===== src/rtl/sat_alu_pkg.sv =====
// sat_alu_pkg: opcodes and clamp-limit helpers shared by the saturating ALU pipeline
package sat_alu_pkg;
  localparam logic [1:0] OP_ADD  = 2'd0;
  localparam logic [1:0] OP_SUB  = 2'd1;
  localparam logic [1:0] OP_ACC  = 2'd2;
  localparam logic [1:0] OP_LOAD = 2'd3;
  function automatic logic signed [63:0] max_pos(input int n);
    return (64'sd1 <<< (n - 1)) - 64'sd1;
  endfunction
  function automatic logic signed [63:0] min_neg(input int n, input bit sym);
    return -(64'sd1 <<< (n - 1)) + (sym ? 64'sd1 : 64'sd0);
  endfunction
endpackage


===== src/rtl/sat_clamp.sv =====
// sat_clamp: combinational (N+1)-bit to N-bit signed clamp with saturation flag
module sat_clamp
  import sat_alu_pkg::*;
#(
  parameter int N       = 25,
  parameter bit SYM_SAT = 1'b1
) (
  input  logic [N:0]   raw,
  output logic [N-1:0] y,
  output logic         sat
);
  localparam logic signed [63:0] MP64 = max_pos(N);
  localparam logic signed [63:0] MN64 = min_neg(N, SYM_SAT);
  localparam logic [N-1:0] MP = MP64[N-1:0];
  localparam logic [N-1:0] MN = MN64[N-1:0];
  localparam logic [N-1:0] MOST_NEG = {1'b1, {(N-1){1'b0}}};
  logic ovf, sym_hit;
  // symmetric mode also folds an exact most-negative result onto the clamp value
  always_comb begin
    ovf     = raw[N] ^ raw[N-1];
    sym_hit = SYM_SAT && !ovf && (raw[N-1:0] == MOST_NEG);
    sat     = ovf || sym_hit;
    y       = (ovf && !raw[N]) ? MP : sat ? MN : raw[N-1:0];
  end
endmodule


===== src/rtl/sat_alu_pipe.sv =====
// sat_alu_pipe: two-stage saturating add/sub/accumulate/load with valid/ready flow control
module sat_alu_pipe
  import sat_alu_pkg::*;
#(
  parameter int N       = 25,
  parameter bit SYM_SAT = 1'b1
) (
  input  logic         clk,
  input  logic         rst_n,
  input  logic         in_valid,
  output logic         in_ready,
  input  logic [1:0]   op,
  input  logic [N-1:0] a,
  input  logic [N-1:0] b,
  output logic         out_valid,
  input  logic         out_ready,
  output logic [N-1:0] result,
  output logic         sat,
  output logic         sat_sticky,
  input  logic         sticky_clr,
  output logic [N-1:0] acc
);
  logic         s1_valid, s2_load, y_sat;
  logic [1:0]   s1_op;
  logic [N-1:0] s1_a, s1_b, y;
  logic [N:0]   lhs, rhs, raw;
  always_comb begin
    s2_load  = s1_valid && (!out_valid || out_ready);
    in_ready = !s1_valid || s2_load;
    lhs      = (s1_op == OP_ACC) ? {acc[N-1], acc} : {s1_a[N-1], s1_a};
    rhs      = (s1_op == OP_ACC) ? {s1_a[N-1], s1_a} : (s1_op == OP_LOAD) ? '0 : {s1_b[N-1], s1_b};
    raw      = (s1_op == OP_SUB) ? lhs - rhs : lhs + rhs;
  end
  sat_clamp #(.N(N), .SYM_SAT(SYM_SAT)) u_clamp (.raw(raw), .y(y), .sat(y_sat));
  always_ff @(posedge clk or negedge rst_n) begin
    if (!rst_n) begin
      s1_valid   <= 1'b0;
      s1_op      <= OP_ADD;
      s1_a       <= '0;
      s1_b       <= '0;
      out_valid  <= 1'b0;
      result     <= '0;
      sat        <= 1'b0;
      acc        <= '0;
      sat_sticky <= 1'b0;
    end else begin
      if (in_ready) begin
        s1_valid <= in_valid;
        if (in_valid) begin
          s1_op <= op;
          s1_a  <= a;
          s1_b  <= b;
        end
      end
      if (!out_valid || out_ready) out_valid <= s1_valid;
      if (s2_load) begin
        result <= y;
        sat    <= y_sat;
        if (s1_op == OP_ACC || s1_op == OP_LOAD) acc <= y;
      end
      // a saturating result in the same cycle as a clear keeps the flag set
      if (s2_load && y_sat) sat_sticky <= 1'b1;
      else if (sticky_clr) sat_sticky <= 1'b0;
    end
  end
endmodule


===== config.mk =====
export PLATFORM = sky130hd
export DESIGN_NAME = sat_alu_pipe
export DESIGN_NICKNAME = d
export VERILOG_FILES = /design/src/rtl/sat_alu_pkg.sv /design/src/rtl/sat_clamp.sv /design/src/rtl/sat_alu_pipe.sv
export SDC_FILE = /design/constraint.sdc
export NUM_CORES = 1
export LEC_CHECK = 0
export CORE_MARGIN = 2
export CORE_UTILIZATION = 45
export CTS_BUF_LIST = sky130_fd_sc_hd__clkbuf_16
export CTS_CLUSTER_SIZE = 24
export DETAILED_ROUTE_END_ITERATION = 12
export MAX_ROUTING_LAYER = met4
export PLACE_DENSITY = 0.7
export RECOVER_POWER = 50
export SETUP_SLACK_MARGIN = 0.1
export SLEW_MARGIN = 30
export SYNTH_ARGS = -nofsm -noshare
export SYNTH_HDL_FRONTEND = slang
export SYNTH_SLANG_ARGS = --single-unit

===== constraint.sdc =====
create_clock -name clk -period 5.3 [get_ports clk]
set_clock_uncertainty 0.05 [all_clocks]
set_input_delay 0.795 -clock clk [delete_from_list [all_inputs] [get_ports clk]]
set_output_delay 0.795 -clock clk [all_outputs]
set_load 0.01 [all_outputs]

After elaboration in Yosys (flattened, before gate mapping)
Index checks and enable logic that the tools add are counted.
- output and inout bits: 54
- input port bits: 57
- bits in registers: 106
- logic and storage cells: 39
- $add $sub $neg: 2
- multiplexer cells: 8
- reduce and logical (&&, ||, !) cells: 15
- eq/ne operators: 4
- bitwise gates (word level): 1
- operator list (kind ; number):
    $mux W26 ; 4
    $mux W25 ; 2
    $add A26 B26 Y26 ; 1
    $sub A26 B26 Y26 ; 1
    $eq A25 B25 Y1 const B ; 1
    $eq A2 B2 Y1 const B ; 2
    $logic_and A1 B1 Y1 ; 4
    $logic_not A1 Y1 ; 4
    $logic_or A1 B1 Y1 ; 4
    $reduce_and A2 Y1 ; 2
    $eq A2 B1 Y1 const B ; 1
    $mux W1 ; 2
    $reduce_bool A2 Y1 ; 1
    $xor A1 B1 Y1 ; 1

Longest topological paths before layout
Gate-level depths: netlist (run 1).
- depth after elaboration: 11
- depth in mapped cells: 30
- mapped depth without buffers: 24

Cells and area by module
A second synthesis (run 1) with hierarchy kept.
- cell total of the unflattened synthesis: 770
- area total of the unflattened synthesis: 7308.3 µm²
- modules (own cells, without submodules) (module ; seq. area each (µm²) ; area each (µm²) ; cells each ; times used):
    sat_alu_pipe ; 2652.5 ; 6989.2 ; 727 ; 1
    sat_clamp ; 0.0 ; 319.1 ; 43 ; 1

Worst setup path after synthesis (run 1)
No wires, ideal clock.
- kind: flip-flop to flip-flop
- start: reg s1_op[0]
- end: reg result[18]
- required time: 5.163 ns
- path buffers: 6
- slack: -0.559 ns
- stages on the path, launching flop included: 30
- period minus slack after synthesis: 5.859 ns
- setup time: 0.087 ns
- arrival time: 5.722 ns
- cell sequence: dfrtp_1 > nor2b_1 > clkbuf_1 > clkbuf_1 > a22oi_1 > ha_1 > o21ai_2 > nor3_1 > o22a_1 > and2_1 > clkbuf_1 > a211o_1 > nand3_1 > ha_1 > buf_2 > and4_1 > nand2_1 > o2bb2ai_2 > o41ai_4 > o21ai_0 > a21o_1 > a21oi_1 > xnor2_1 > ha_1 > clkbuf_1 > inv_1 > nor2_1 > clkbuf_1 > nand2_1 > o211ai_1
- word-level cells in the longest chain between the ends: 11
- elaborated cells on any way between the ends: 18
- classes of those cells: 2 x add/sub; 4 x eq/ne; 6 x mux; 1 x bitwise; 5 x reduce/logical
- ends and longest elaborated chain (element ; RTL line ; text):
    start, declared ; sat_alu_pipe.sv:24 ; logic [1:0] s1_op;
    start signal, assigned ; sat_alu_pipe.sv:50 ; s1_op <= op;
    $eq A2 B2 Y1 ; sat_alu_pipe.sv:31 ; rhs = (s1_op == OP_ACC) ? {s1_a[N-1], s1_a} : (s1_op == OP_LOAD) ? '0 : {s1_b[N-1], s1_b};
    $mux W26 (2 in series) ; sat_alu_pipe.sv:31 ;
    $add A26 B26 Y26 / $sub A26 B26 Y26 (equally long branches) ; sat_alu_pipe.sv:32 ; raw = (s1_op == OP_SUB) ? lhs - rhs : lhs + rhs;
    $mux W26 (*) ; sat_alu_pipe.sv:32 ;
    branches (longest 5 deep; another with $eq A25 B25 Y1) ; n/a ;
    $mux W25 (*) ; sat_clamp.sv:23 ; y = (ovf && !raw[N]) ? MP : sat ? MN : raw[N-1:0];
    end signal, assigned ; sat_alu_pipe.sv:57 ; result <= y;
    end, declared ; sat_alu_pipe.sv:17 ; output logic [N-1:0] result,
Mark *: on every way between the ends.
A chain may end at the register's enable or synchronous reset.

Worst setup path after layout (run 1)
- start: reg s1_op[1]
- end: reg result[17]
Same word-level chain as after synthesis.

==> results.json, run 1 <==
{
  "fp.dieW_um": 136.6,
  "start_util_pct": 45.93,
  "cp_slowest_cell": "dfrtp_2",
  "worst_slack_ps": 265.5,
  "synth.distinct_cells": 78,
  "path_clk_slew_ps": 70,
  "p_sw_share_pct": 47.14,
  "synth_top_area_share_pct": 33.51,
  "violations": "capacitance limit, slew limit",
  "grt_max_degree": 72,
  "ant_nets": 0,
  "p_int_uw": 3172,
  "critPathKind": "flop to flop",
  "cp.buffers_inverters": 5,
  "critPathArrivalTime_ps": 5270,
  "dr.pass1.iters": 5,
  "synth-edff-count": 0,
  "via_per_inst": 6.030,
  "fin_crit_ps": 5035,
  "worst_setup_path_end_kind": "flop",
  "final-seq-area_mm2": 0.002655,
  "areaGrowthSynthToFinish_pct": 28.35,
  "yosys_warnings": 0,
  "grt_overflow": 0,
  "grt_pass1_vias": 6830,
  "multi_input_area_mm2": 0.005192,
  "antennaDiodeCount": 0,
  "fill_cells": 1527,
  "cp.depth": 26,
  "power_frac_clock_pct": 10.9,
  "core_area_mm2": 0.01724,
  "setup_viol_count_final": 0,
  "via_count": 7513,
  "hpwl_um": 17600,
  "reg2reg_to": "result[17]",
  "antenna_found_initial": 0,
  "chipHeight_um": 136.6,
  "wl_per_cell_um": 19.28,
  "finalHoldViolCount": 0,
  "die-area_mm2": 0.01867,
  "synth_most_common_cell": "dfrtp_1",
  "synth_ff_type": "dfrtp_1",
  "powerDensity_mw_per_mm2": 590.6,
  "ys_async_sr_fraction_pct": 100.0,
  "synth_common_cells": "dfrtp_1, nand2_1, mux2_2, a21oi_1, nor2_1",
  "grt_pass1_wl_um": 35990,
  "dpl_worst_slack_ps": -120.7,
  "cp-endpoint": "result[17]",
  "cp_max_fo": 8,
  "reg2regPathDepth": 26,
  "rsz0062_at_grt": "false",
  "gp_congestion": 0.9588,
  "worstPathRequired_ps": 5540,
  "clkSinkCount": 106,
  "ys_seq_area_share_pct": 33.51,
  "drc": 0,
  "holdCritPathClass": "flop to flop",
  "period_share_pct": 94.99,
  "p_comb_share_pct": 66.7,
  "cts_inserted_buffers": 9,
  "syn_area_per_cell_um2": 8.865,
  "clock.fmax_mhz": 198.6,
  "status": "finished, violations left",
  "startpoint": "s1_op[1]",
  "slew_headroom_pct": -148.4,
  "crit_family": "compound AO/OA/AOI/OAI gates",
  "drive_gt1_share_pct": 22.92,
  "cts_tree": "done",
  "drt_iter0_markers": 710,
  "slew_violations": 72,
  "slowest_delay_ps": 460,
  "pwr-share-seq_pct": 22.3,
  "clk_latency_ps": 370,
  "yosysTopAreaCell": "dfrtp_1",
  "p_total_uw": 6001,
  "p_leak_uw": 0.004174,
  "syn_area_mm2": 0.007916,
  "ir_worst_vdd_uv": 364.8,
  "ys_seq_elements": 106,
  "final_cells": 1246,
  "clockBufferDepth": 2,
  "wl_um": 24020,
  "std_cell_rows": 48,
  "grt_util_all_layers_pct": 25.45,
  "r2r_setup_slack_ps": 270,
  "synth_nets": 978,
  "ctsHoldBuffers": 0,
  "final_util_pct": 58.95,
  "h-tree-depth": 3,
  "maxCapViolations": 1,
  "p_switching_uw": 2829,
  "synth_cells": 893,
  "clock-root-buffer": "clkbuf_16",
  "timing.rr.start": "s1_op[1]",
  "setup.worst_path.start_class": "flop",
  "ios": 111,
  "nNetsFinal": 1101,
  "tightestPinTransition_ps": 3727,
  "synthTopCellsByArea": "dfrtp_1, mux2_2, nand2_1, ha_1, a21oi_1",
  "io_buffer_count": 110,
  "dpl.cell_count": 1210
}
## worst min-delay path by stage
stage | slack [ps] | depth (start not counted) | end | start
CTS | 440 | 2 | result[15] | result[15]
detailed placement | 430 | 2 | result[16] | result[16]
floorplan | 420 | 1 | out_valid | s1_valid
global placement | 420 | 2 | result[23] | result[23]
global route | 450 | 2 | result[21] | result[21]
finish | 430 | 2 | result[16] | result[16]
## power groups by stage
| stage | clock, uW | sequential, uW | combinational (uW) |
|---|---|---|---|
| 2_1_floorplan | 0 | 1330 | 2390 |
| 3_3_place_gp | 0 | 1350 | 3690 |
| 3_5_place_dp | 0 | 1350 | 3700 |
| 4_1_cts | 668 | 1340 | 3730 |
| 5_1_grt | 701 | 1370 | 4360 |
| 6_report | 656 | 1340 | 4000 |
## timing repair
item / in CTS / in global routing
resized for setup: 3 / 67
cloned: 0 / 4
buffers inserted: 0 / 16
pin swaps: 0 / 30
endpoints found under the setup margin: 27 / 52
## tightest hold or removal path, delay by kind of cell (launching register included)
| kind | cells | cell delay, ps |
|---|---|---|
| compound gates | 1 | 60 |
| flops | 1 | 340 |
| simple gates | 1 | 40 |
## registers in the layout, summed over array words and instances, names as in the netlist
signal,flops
s1_a,25
sat_sticky,1
sat,1
s1_b,25
out_valid,1
s1_valid,1
acc,25
result,25
s1_op,2
## layout make-up
type | instances | area share [%]
clock buffer | 9 | 2.216
clock inverter | 7 | 0.5295
inverter | 14 | 0.5418
multi-input combinational | 707 | 51.10
sequential | 106 | 26.13
tap | 225 | 2.771
timing repair buffer | 178 | 16.71
## cells by family (layout without fill, tap and decap cells)
group | Yosys count | after routing | share of synthesized area [%]
adder cells (fa/ha/maj) | 28 | 28 | 4.520
AO/OA/AOI/OAI | 291 | 291 | 25.11
AND/OR/NAND/NOR | 276 | 276 | 17.39
XOR/XNOR | 20 | 20 | 2.213
flip-flops | 106 | 106 | 33.51
multiplexers | 92 | 92 | 13.06
buffers and inverters | 80 | 208 | 4.204
## metal layers
metal / GRT usage, % / share of wire [%] / vias to the layer above
met4: 8.623 / 2.4 / 0
met2: 40.92 / 49 / 270
met1: 32.88 / 43 / 3608
li1: - / - / 3596
met3: 3.815 / 5.4 / 39
met5: - / 0 / -
## stage by stage
stage | cell area [um2] | TNS [ps] | hold slack, ps
after floorplan | 7988 | 0 | 421.1
after global placement | 9418 | -649.7 | 415.6
after detailed placement | 9418 | -1273 | 425.0
after CTS | 9706 | 0 | 441.2
after global routing | 10160 | 0 | 449.3
final | 10160 | 0 | 429.7
## cells in the final DEF, fill, tap and decap left out, types with 13 or more instances in the layout
cell / count
nor3_1: 20
dlygate4sd3_1: 26
mux2_2: 79
nor2_1: 55
a21oi_1: 51
ha_1: 24
dfrtp_1: 104
clkdlybuf4s50_1: 83
buf_4: 55
o21ai_0: 51
a211oi_1: 13
a31oi_1: 24
a21o_1: 20
o211ai_1: 23
nand2_1: 94
(Power assumes the default switching activity.)
==> inputs of run 2 (changes only) <==
Settings changed: CORE_ASPECT_RATIO from default to 1.1.
==> results.json, run 2 (synthesis gave the netlist of run 1 again) <==
{
  "status": "finished, violations left",
  "violations": "capacitance limit, slew limit",
  "clockBufferDepth": 2,
  "via_count": 7552,
  "antennaDiodeCount": 0,
  "clock-root-buffer": "clkbuf_16",
  "worst_setup_path_end_kind": "flop",
  "drive_gt1_share_pct": 22.70,
  "hold_path_startpoint": "result[14]",
  "setup_viol_count_final": 0,
  "setup.worst_path.start_class": "flop",
  "die-area_mm2": 0.01867,
  "h-tree-depth": 3,
  "p_total_uw": 6165,
  "ctsHoldBuffers": 0,
  "rsz0062_at_grt": "false",
  "grt_pass1_wl_um": 37160,
  "clock.fmax_mhz": 196.7,
  "holdWs_ps": 426.1,
  "ios": 111,
  "hpwl_um": 18520,
  "cp_common_cell": "a21oi_2",
  "grt_util_all_layers_pct": 26.36,
  "cp_slowest_cell": "a2111o_1",
  "slowest_delay_ps": 480,
  "areaGrowthSynthToFinish_pct": 27.53,
  "final_util_pct": 58.90,
  "cp_max_fo": 11,
  "core_area_mm2": 0.01714,
  "critPathArrivalTime_ps": 5280,
  "finalHoldViolCount": 0,
  "reg2reg_to": "acc[19]",
  "path_clk_slew_ps": 70,
  "drc": 0,
  "powerDensity_mw_per_mm2": 610.7,
  "nNetsFinal": 1102,
  "dpl_worst_slack_ps": -256.4,
  "most-common-layout-cells": "dfrtp_1, clkdlybuf4s50_1, nand2_1, mux2_2, buf_4",
  "antenna_found_initial": 0,
  "grt_overflow": 0,
  "placed_area_mm2": 0.009512,
  "chipHeight_um": 143.1,
  "dr.pass1.iters": 5,
  "ir_worst_vdd_uv": 307.0,
  "final-seq-area_mm2": 0.002655,
  "slew_violations": 53,
  "hold_end": "result[14]",
  "maxCapViolations": 1,
  "ant_nets": 0,
  "tightestPinTransition_ps": 2900,
  "critPathKind": "flop to flop",
  "final_common_cell": "dfrtp_1",
  "start_util_pct": 46.18,
  "slew_headroom_pct": -93.34,
  "multi_input_area_mm2": 0.005156,
  "grt_max_degree": 56,
  "fin_crit_ps": 5084,
  "wl_per_cell_um": 19.18,
  "cts_inserted_buffers": 9,
  "r2r_setup_slack_ps": 220,
  "fp.dieW_um": 130.5,
  "gp_congestion": 0.9661,
  "period_share_pct": 95.93,
  "timing.rr.start": "s1_op[1]",
  "io_buffer_count": 110,
  "clk_latency_ps": 370,
  "holdCritPathClass": "flop to flop",
  "hold_depth": 2,
  "via_per_inst": 6.013,
  "wl_um": 24090,
  "clkSinkCount": 106,
  "reg2regPathDepth": 21,
  "drt_iter0_markers": 659,
  "grt_pass1_vias": 6951,
  "worstPathRequired_ps": 5490,
  "fill_cells": 1598,
  "std_cell_rows": 50,
  "design_area_mm2": 0.01010,
  "worst_slack_ps": 215.6,
  "critical_path.cell_chain": "buf_4, nor3_2, a21oi_2, a2111o_1, or2_4, nor2_8, a21oi_2, a211o_1, a311oi_2, ha_1, nand2_1, o21ai_1, o41ai_4, o21ai_1, a21o_1, a21oi_2, xnor2_2, ha_2, buf_6, a31o_2, mux2_2",
  "cts_tree": "done",
  "p_leak_uw": 0.004153
}
## run 2: cell types whose count changed in the layout (fill, tap and decap cells not counted), moves of 3 or more
cell             previous run  this run
buf_4                      55        65
nor3_2                      6         3
buf_6                       8         2
clkdlybuf4s50_1            83        99
inv_6                       1         4
nor3_1                     20        23
clkbuf_16                  12         9
clkinv_4                    3         0
dlygate4sd3_1              26        10
## run 2: final cells by class
| cell class | count | area share [%] |
|---|---|---|
| Timing Repair Buffer | 179 | 16.15 |
| Multi-Input combinational cell | 707 | 51.07 |
| Sequential cell | 106 | 26.30 |
| Tap cell | 234 | 2.900 |
| Clock inverter | 7 | 0.8056 |
| Inverter | 14 | 0.5453 |
| Clock buffer | 9 | 2.231 |
## run 2: power by group
group / internal, uW / total (uW) / leakage (uW) / switching (uW)
Sequential: 1070 / 1340 / 0.00127 / 271
Clock: 376 / 709 / 0.000153 / 333
Combinational: 1830 / 4110 / 0.00273 / 2280
Total: 3280 / 6170 / 0.00415 / 2890
## run 2: worst max path at each step
stage | from | end | slack [ps] | depth (start not counted)
3_3_place_gp | s1_op[1] | acc[3] | -4 | 20
4_1_cts | s1_op[1] | acc[19] | 100 | 22
5_1_grt | s1_op[1] | acc[19] | 6 | 21
3_5_place_dp | s1_op[1] | acc[9] | -260 | 20
2_1_floorplan | s1_op[0] | acc[10] | 120 | 28
6_report | s1_op[1] | acc[19] | 220 | 21
## run 2: metrics by stage
| stage | TNS (ps) | instances |
|---|---|---|
| finish | 0 | 1256 |
| detailed placement | -3086 | 1230 |
| global route | 0 | 1256 |
| floorplan | 0 | 893 |
| global placement | -33.83 | 1230 |
| CTS | 0 | 1247 |
## run 2: per-layer routing
| metal | up-vias | track usage (%) | part of all wire [%] |
|---|---|---|---|
| met5 | - | - | 0 |
| met2 | 247 | 41.94 | 49 |
| li1 | 3594 | - | - |
| met3 | 46 | 3.522 | 4.7 |
| met1 | 3665 | 34.73 | 43 |
| met4 | 0 | 8.959 | 2.9 |
## run 2: timing repair
action	4_1_cts	5_1_grt
endpoints found under the setup margin	39	52
pin swaps	1	13
gates resized for setup	6	47
buffers inserted	1	9
## run 2: critical path: cells and delay by family, from the launching register on
kind | cells | cell delay, ps
buffers and inverters | 2 | 350
adders and majority gates | 2 | 600
and+or+nand+nor | 4 | 790
DFF | 1 | 460
muxes | 1 | 260
xor gates and xnor gates | 1 | 150
AOI/OAI and AO/OA | 11 | 2300
==> inputs of run 3 (changes only) <==
Settings changed: CELL_PAD_IN_SITES_DETAIL_PLACEMENT from default to 2, CELL_PAD_IN_SITES_GLOBAL_PLACEMENT from default to 2, CORE_UTILIZATION 45 to 31, PLACE_DENSITY 0.7 to default, PLACE_DENSITY_LB_ADDON from default to 0.1.
==> results.json, run 3 (synthesis gave the netlist of run 1 again) <==
{
  "violations": "capacitance limit, slew limit",
  "slew_violations": 52,
  "setup.worst_path.start_class": "flop",
  "maxCapViolations": 2,
  "start_util_pct": 31.43,
  "via_count": 7856,
  "areaGrowthSynthToFinish_pct": 36.15,
  "multi_input_area_mm2": 0.005296,
  "worst_slack_ps": 237.5,
  "drc": 0,
  "clock.fmax_mhz": 197.5,
  "finalHoldViolCount": 0,
  "cp_max_fo": 13,
  "chipHeight_um": 171.6,
  "fill_cells": 2755,
  "dpl_worst_slack_ps": -319.0,
  "final-seq-area_mm2": 0.002655,
  "wl_per_cell_um": 22.93,
  "powerDensity_mw_per_mm2": 632.9,
  "antennaDiodeCount": 0,
  "ant_nets": 0,
  "hold_path_startpoint": "result[14]",
  "grt_max_degree": 63,
  "gp_congestion": 0.8580,
  "via_per_inst": 5.652,
  "crit_family": "compound AO/OA/AOI/OAI gates",
  "holdCritPathClass": "flop to flop",
  "status": "finished, violations left",
  "dr.pass1.iters": 5,
  "cp_slowest_cell": "dfrtp_2",
  "drt_iter0_markers": 358,
  "core_area_mm2": 0.02519,
  "cp_common_cell": "buf_4",
  "rsz0062_at_grt": "false",
  "final_common_cell": "buf_4",
  "nNetsFinal": 1155,
  "worstPathRequired_ps": 5490,
  "timing.rr.start": "s1_op[1]",
  "worst_setup_path_end_kind": "flop",
  "h-tree-depth": 3,
  "hpwl_um": 23680,
  "clk_latency_ps": 370,
  "cp.buffers_inverters": 9,
  "finalSetupTns_ps": 0,
  "io_buffer_count": 110,
  "grt_pass1_vias": 8301,
  "most-common-layout-cells": "buf_4, dfrtp_1, clkdlybuf4s50_1, nand2_1, mux2_2",
  "setup_viol_count_final": 0,
  "startpoint": "s1_op[1]",
  "critPathKind": "flop to flop",
  "final_cells": 1390,
  "drive_gt1_share_pct": 28.47,
  "tightestPinTransition_ps": 2890,
  "period_share_pct": 95.52,
  "wl_um": 31870,
  "clockBufferDepth": 2,
  "slew_headroom_pct": -92.65,
  "path_clk_slew_ps": 90,
  "cts_tree": "done",
  "antenna_found_initial": 0,
  "grt_overflow": 0,
  "clock-root-buffer": "clkbuf_16",
  "ios": 111,
  "dpl.cell_count": 1344,
  "clkSinkCount": 106,
  "grt_util_all_layers_pct": 23.80,
  "die-area_mm2": 0.02683,
  "fin_crit_ps": 5062,
  "critPathArrivalTime_ps": 5250,
  "fp.dieW_um": 156.4,
  "ir_worst_vdd_uv": 400.2,
  "cts_inserted_buffers": 9,
  "std_cell_rows": 61,
  "p_leak_uw": 0.004428,
  "grt_pass1_wl_um": 47970,
  "slowest_delay_ps": 480
}
## run 3: stage by stage
step	cell area [um2]	total power, uW	hold WS, ps	util, %
after floorplan	7988	3714	421.1	-
after global placement	9861	5490	424.9	39.15
after detailed placement	9861	5551	429.0	39.15
after CTS	10290	6424	430.4	40.85
after global routing	10780	7319	484.7	42.79
final	10780	6821	446.9	42.79
## run 3: repair_timing
item	CTS	global route
cloned	0	2
resized for setup	15	86
hold buffers	0	0
endpoints found under the setup margin	50	52
pin swaps	4	42
buffers inserted	11	17
## run 3: worst min-delay path, delay by kind of cell, from the launching register on
family,cells,cell delay (ps)
flops,1,350
compound gates,1,60
simple gates,1,50
## run 3: cell type report
class / count / share of cell area (%)
Multi-Input combinational cell: 707 / 49.14
Clock inverter: 7 / 0.4876
Tap cell: 315 / 3.657
Sequential cell: 106 / 24.63
Inverter: 14 / 0.5108
Clock buffer: 9 / 2.090
Timing Repair Buffer: 232 / 19.48
## run 3: worst paths after layout
kind / end / slack, ps / cells after the start
min in group asynchronous: s1_b[23] / 1290 / 1
min: result[14] / 450 / 2
max reg2reg: result[13] / 240 / 25
max: result[13] / 240 / 25
max in group asynchronous: acc[10] / 1230 / 2
min reg2reg: result[14] / 450 / 2
## run 3: power breakdown
group / total [uW] / switching [uW] / internal (uW)
combinational: 4770 / 2630 / 2150
sequential: 1370 / 298 / 1070
clock: 681 / 357 / 325
total: 6820 / 3280 / 3540
## run 3: metal layers
metal  GRT usage, %  vias up  part of all wire [%]
met5              -        -                     0
met4          6.183        0                   1.5
met3          1.915       28                   2.1
met2          38.73      131                    48
met1          32.11     4009                    48
li1               -     3688                     -
